--- config.mk ---
export PLATFORM = sky130hd
export DESIGN_NAME = riscv32ima_wback
export DESIGN_NICKNAME = d
export VERILOG_FILES = /design/src/rtl/riscv32ima_wback.sv
export SDC_FILE = /design/constraint.sdc
export NUM_CORES = 1
export LEC_CHECK = 0
export CAP_MARGIN = 20
export CELL_PAD_IN_SITES_DETAIL_PLACEMENT = 1
export CELL_PAD_IN_SITES_GLOBAL_PLACEMENT = 1
export CORE_AREA = 5 5 132 134
export CTS_BUF_LIST = sky130_fd_sc_hd__clkbuf_8 sky130_fd_sc_hd__clkbuf_16
export CTS_CLUSTER_SIZE = 24
export DETAILED_ROUTE_END_ITERATION = 12
export DIE_AREA = 0 0 137 139
export GPL_TIMING_DRIVEN = 0
export PLACE_DENSITY_LB_ADDON = 0.1
export SETUP_SLACK_MARGIN = 0.5
export SLEW_MARGIN = 20
export SYNTH_ARGS = -nofsm -noshare
export SYNTH_HDL_FRONTEND = slang
export SYNTH_SLANG_ARGS = --single-unit
--- constraint.sdc ---
create_clock -name clk -period 3.2 [get_ports clk]
set_input_delay 0.64 -clock clk [delete_from_list [all_inputs] [get_ports clk]]
set_output_delay 0.64 -clock clk [all_outputs]
set_load 0.005 [all_outputs]
--- src/rtl/riscv32ima_wback.sv ---
// riscv32ima_wback: write-back arbiter (ALU > round-robin LSU/MDU) and RAW scoreboard
// Single writer of the GPRF write port; decode stalls on rsX_busy.
module riscv32ima_wback #(
  parameter int REG_ADDR_WIDTH = 5,
  parameter int REG_DATA_WIDTH = 32
) (
  input  logic                      clk,
  input  logic                      nrst,
  input  logic                      issue_valid,
  input  logic [REG_ADDR_WIDTH-1:0] issue_rd,
  input  logic [REG_ADDR_WIDTH-1:0] rs0_addr,
  input  logic [REG_ADDR_WIDTH-1:0] rs1_addr,
  output logic                      rs0_busy,
  output logic                      rs1_busy,
  input  logic                      alu_valid,
  input  logic [REG_ADDR_WIDTH-1:0] alu_rd,
  input  logic [REG_DATA_WIDTH-1:0] alu_data,
  input  logic                      lsu_valid,
  output logic                      lsu_ready,
  input  logic [REG_ADDR_WIDTH-1:0] lsu_rd,
  input  logic [REG_DATA_WIDTH-1:0] lsu_data,
  input  logic                      mdu_valid,
  output logic                      mdu_ready,
  input  logic [REG_ADDR_WIDTH-1:0] mdu_rd,
  input  logic [REG_DATA_WIDTH-1:0] mdu_data,
  output logic                      wback_reg_wen,
  output logic [REG_ADDR_WIDTH-1:0] wback_reg_addr,
  output logic [REG_DATA_WIDTH-1:0] wback_reg_data,
  output logic [31:0]               wback_count
);
  localparam int NREG = 1 << REG_ADDR_WIDTH;
  logic [NREG-1:0]           pend_q, pend_d;
  logic                      last_q, last_d;
  logic                      wen_q, wen_d, acc;
  logic [REG_ADDR_WIDTH-1:0] addr_q, win_rd;
  logic [REG_DATA_WIDTH-1:0] data_q, win_data;
  logic [31:0]               cnt_q;
  // last_q=1 means MDU won last, so LSU takes the next contended cycle
  assign lsu_ready = !alu_valid && lsu_valid && (!mdu_valid || last_q);
  assign mdu_ready = !alu_valid && mdu_valid && (!lsu_valid || !last_q);
  assign acc       = alu_valid || lsu_ready || mdu_ready;
  assign win_rd    = alu_valid ? alu_rd : lsu_ready ? lsu_rd : mdu_rd;
  assign win_data  = alu_valid ? alu_data : lsu_ready ? lsu_data : mdu_data;
  assign wen_d     = acc && (win_rd != '0);
  assign last_d    = lsu_ready ? 1'b0 : mdu_ready ? 1'b1 : last_q;
  // Clear before set: a newer issue to the same rd still owes a result
  always_comb begin
    pend_d = pend_q;
    if (wen_q) pend_d[addr_q] = 1'b0;
    if (issue_valid) pend_d[issue_rd] = 1'b1;
    pend_d[0] = 1'b0;
  end
  always_ff @(posedge clk or negedge nrst) begin
    if (!nrst) begin
      pend_q <= '0;
      last_q <= 1'b1;
      wen_q  <= 1'b0;
      addr_q <= '0;
      data_q <= '0;
      cnt_q  <= '0;
    end else begin
      pend_q <= pend_d;
      last_q <= last_d;
      wen_q  <= wen_d;
      cnt_q  <= cnt_q + 32'(wen_q);
      if (acc) begin
        addr_q <= win_rd;
        data_q <= win_data;
      end
    end
  end
  assign rs0_busy       = pend_q[rs0_addr];
  assign rs1_busy       = pend_q[rs1_addr];
  assign wback_reg_wen  = wen_q;
  assign wback_reg_addr = addr_q;
  assign wback_reg_data = data_q;
  assign wback_count    = cnt_q;
endmodule

## After elaboration in Yosys (flattened, before gate mapping)

Cells that the tools add are included.

- Logic and storage cells: 49
- Output and inout port bits: 74
- Register bits: 102
- Input bits: 132

- Reductions and logical operators: 17
- Bitwise operators: 3
- Mux-type cells: 16
- $add $sub $neg: 1
- $lt $le $gt $ge: 6

Operators by type and width:

| kind | count |
|---|---|
| 32-bit 2-to-1 mux | 4 |
| 32-bit by 1-bit adder with 32-bit output | 1 |
| 32-bit AND | 1 |
| 32-bit inverter | 1 |
| 32-bit OR | 1 |
| 5-bit by 6-bit < comparator with 1-bit output, second input constant | 4 |
| 1-bit binary-select mux with 5-bit select | 2 |
| 1-bit demux with 5-bit select | 2 |
| 5-bit by 1-bit >= comparator with 1-bit output, second input constant | 2 |
| 5-bit 2-to-1 mux | 2 |
| 1-bit logical AND | 7 |
| 1-bit 2-to-1 mux | 6 |
| 5-bit nonzero test | 1 |
| 1-bit zero test | 4 |
| 1-bit logical OR | 4 |
| 2-bit nonzero test | 1 |

## Logic depth before layout (Yosys ltp)

- Depth after elaboration: 9
- Depth in mapped cells: 8
- Depth with buffers taken out: 7

## Least setup slack after synthesis

No wires, ideal clock.

- Path type: input to output
- From: input port rs0_addr[1]
- To: output port rs0_busy
- Setup slack: 0.447 ns
- Data arrival time: 2.113 ns
- Data required time: 2.560 ns
- Buffers on the path: 1
- Cell stages on the path: 6
- Cell sequence: clkbuf_1 -> mux2_2 -> nand2_1 -> o21ai_0 -> mux4_2 -> mux2_2

- Word-level cells in the longest chain between the ends: 2

RTL lines:

| item | RTL line | source |
|---|---|---|
| start: declaration | 11 | `input logic [REG_ADDR_WIDTH-1:0] rs0_addr,` |
| 1-bit binary-select mux with 5-bit select | 72 | `assign rs0_busy = pend_q[rs0_addr];` |
| 1-bit 2-to-1 mux (implied by the code) | 72 |  |
| end: declaration | 13 | `output logic rs0_busy,` |

No other way between the ends. The select of a mux whose other input is x is not followed.

## Worst setup path in the final report

- From: register pend_q[19]
- To: output port rs0_busy

- Word-level cells in the longest chain between the ends: 2

RTL lines:

| item | RTL line | source |
|---|---|---|
| start: declaration | 32 | `logic [NREG-1:0] pend_q, pend_d;` |
| start signal: assignment | 62 | `pend_q <= pend_d;` |
| 1-bit binary-select mux with 5-bit select | 72 |  |
| 1-bit 2-to-1 mux (implied by the code) | 72 |  |

No other way between the ends. The select of a mux whose other input is x is not followed.

==> results_dict.tcl <==
set metrics [dict create \
    status "complete, no violations" \
    synthSimpleGateAreaFrac_pct 12.36 \
    overflow 0 \
    die_area_um2 19040 \
    crit_required_ns 2.56 \
    core.rowCount 47 \
    setup_viol_count_final 0 \
    rsz0062_at_grt "yes" \
    cp-end-kind "output port" \
    syn_area_um2 5384 \
    critPathTopFamily "multiplexers" \
    cellLeakagePower_nw 3.379 \
    crit_fanout 3 \
    slowest_delay_ns 0.50 \
    synth_edf_count 0 \
    synth_most_common_cell "o21ai_0" \
    area_growth_pct 50.38 \
    cp_common_cell "mux4_2" \
    cts_root_buf "clkbuf_16" \
    synth.avg_cell_area_um2 10.94 \
    dr.pass1.iters 4 \
    cp-start-kind "register" \
    report.final.slew_viol_count 0 \
    fin_worst_skew_ns 0.005708 \
    fin_cells 931 \
    ioPinCount 206 \
    synth_top_family_by_area "multiplexers" \
    cts_max_level 3 \
    n_antenna_cell 0 \
    fin_nets 842 \
    synthMuxAreaShare_pct 22.40 \
    ir_worst_vdd_mv 0.2713 \
    hold_viol_final 0 \
    cts_tree "yes" \
    r2r-end "wback_count[24]$_DFF_PN0_" \
    synthDominantCellAreaShare_pct 46.94 \
    grt_max_degree 67 \
    synthXorXnorAreaFrac_pct 4.880 \
    clock_sinks 102 \
    startpoint "pend_q[19]$_DFF_PN0_" \
    antenna_found_initial 1 \
    place_inst 913 \
    fmax_mhz 358.8 \
    cpMaxStageDelayCell "mux4_2" \
    grt_use_total_pct 20.14 \
    route.detailed.drc 0 \
    p_total_mw 4.015 \
    drive_gt1_share_pct 13.92 \
    synth_common_cells "102 x o21ai_0, 101 x dfrtp_1, 60 x nand2_1" \
    dp_slack_ns -0.1803 \
    syn_inst 492 \
    synthArstFlopShare_pct 100.0 \
    r2r_cells 8 \
    setup_slack_ns 0.4127 \
    synth_area_leaders "dfrtp_1 47%, o21ai_0 9.5%, mux2_2 8.4%, mux4_2 7.5%, mux2i_1 6.5%" \
    min_period_ns 2.787 \
    yosysTopAreaCell "dfrtp_1" \
    die_x_um 137 \
    yosysWarningCount 0 \
    critical_path_class "reg -> out" \
    worstPathArrival_ns 2.15 \
    dpl.hpwl_um 14560 \
    cap_viol_max_count 0 \
    vias_per_cell 5.124 \
    fin_crit_sh_pct 87.10 \
    cts_buffers 9 \
    final_util_pct 50.07 \
    regToRegSetupSlack_ns 0.82 \
    via_count 4770 \
    ys_seq_elements 102 \
    gp_congestion 0.8134 \
    r2r-start "wback_reg_wen$_DFF_PN0_" \
    fp.coreArea_um2 16170 \
    routedWlPerCell_um 19.99 \
    worstMarginPinSlew_ns 0.7352 \
    grt_pass1_vias 5528 \
    slew-limit-headroom_pct 50.61 \
    whs_ns 0.1826 \
    clock_path_buffers 2 \
    io_buffers 200 \
    initial_core_util_pct 33.29 \
    drtAntennaViolNets 0 \
    synthDistinctLibCells 36 \
    syn-num-nets 626 \
    drt_iter0_drc 249 \
    yosys.area_share.adder_pct 0.4648 \
    clk_pin_slew_ns 0.07 \
    powerDensity_nw_per_um2 495.8 \
    die_y_um 139 \
    crit_buf_inv 1 \
    synth_compound_area_share_pct 10.43 \
    synth-seq-area-share_pct 47.43 \
    insertion_delay_ns 0.35 \
    wl_um 18610 \
    cp_cell_sequence "mux4_2 > mux4_2 > mux2_4 > buf_6" \
    grt_pass1_wl_um 29920 \
    synth_flop_cell "dfrtp_1" \
    holdCritPathClass "in -> async" \
]
## sequential cells by signal, indices dropped and copies added, names as in the netlist
register / cells
pend_q: 31
wback_reg_addr: 5
wback_reg_wen: 1
wback_reg_data: 32
last_q: 1
wback_count: 32
## layout by cell type, fill, tap and decap left out, types with 10 or more instances in the layout
| cell | count |
|---|---|
| clkbuf_1 | 10 |
| clkdlybuf4s50_1 | 194 |
| dfrtp_1 | 101 |
| mux2_2 | 38 |
| mux2i_1 | 35 |
| mux4_2 | 18 |
| nand2_1 | 60 |
| nand3_1 | 16 |
| nand3b_1 | 11 |
| o21ai_0 | 102 |
| xnor2_1 | 20 |
| xor2_1 | 10 |
## through the flow
step	cell area [µm²]	setup TNS [ns]
4_1_cts	8097	0
3_5_place_dp	7697	-0.2696
2_1_floorplan	5391	0
6_report	8097	0
5_1_grt	8097	0
3_3_place_gp	7669	-251.49
## cell type report
| type | count | area, µm² |
|---|---|---|
| clock inverter | 4 | 17.52 |
| sequential | 102 | 2554 |
| multi-input combinational | 364 | 2729 |
| clock buffer | 10 | 239.0 |
| tap | 220 | 275.3 |
| buffer | 24 | 175.2 |
| fill | 1735 | 8075 |
| inverter | 2 | 7.507 |
| timing repair buffer | 205 | 2100 |
## what timing repair did
action / CTS / global route
endpoints found under the hold margin: 0 / 0
setup buffers: 2 / 0
setup endpoints to repair: 4 / 2
hold buffers: 0 / 0
cloned: 2 / 0
gates resized for setup: 36 / 0
## how the worst max path moves through the flow
stage                     cells past startpoint                            end
after CTS                                     4                       rs0_busy
after global routing                          4                       rs0_busy
after global placement                        1  wback_reg_data[9]$_DFFE_PN0P_
after floorplan                               4                       rs0_busy
final                                         4                       rs0_busy
after detailed placement                      6                      mdu_ready
## power by group
group | total (mW) | switching (mW) | internal [mW]
Clock | 1.00 | 0.472 | 0.532
Sequential | 1.80 | 0.229 | 1.57
Combinational | 1.21 | 0.468 | 0.745
## kinds of logic after synthesis
group | after synthesis
multiplexers | 93
adder cells (fa/ha/maj) | 2
XOR/XNOR | 30
AO/OA/AOI/OAI | 109
buffers and inverters | 26
AND/OR/NAND/NOR | 130
flip-flops | 102
## layer usage
layer / vias up / share of wire [%] / track usage (%)
met5: - / 0.070 / 0
li1: 2207 / - / -
met3: 28 / 8.7 / 7.765
met2: 178 / 49 / 33.41
met1: 2355 / 41 / 24.16
met4: 2 / 1.5 / 5.935
Power figures use the tool's default switching activity.
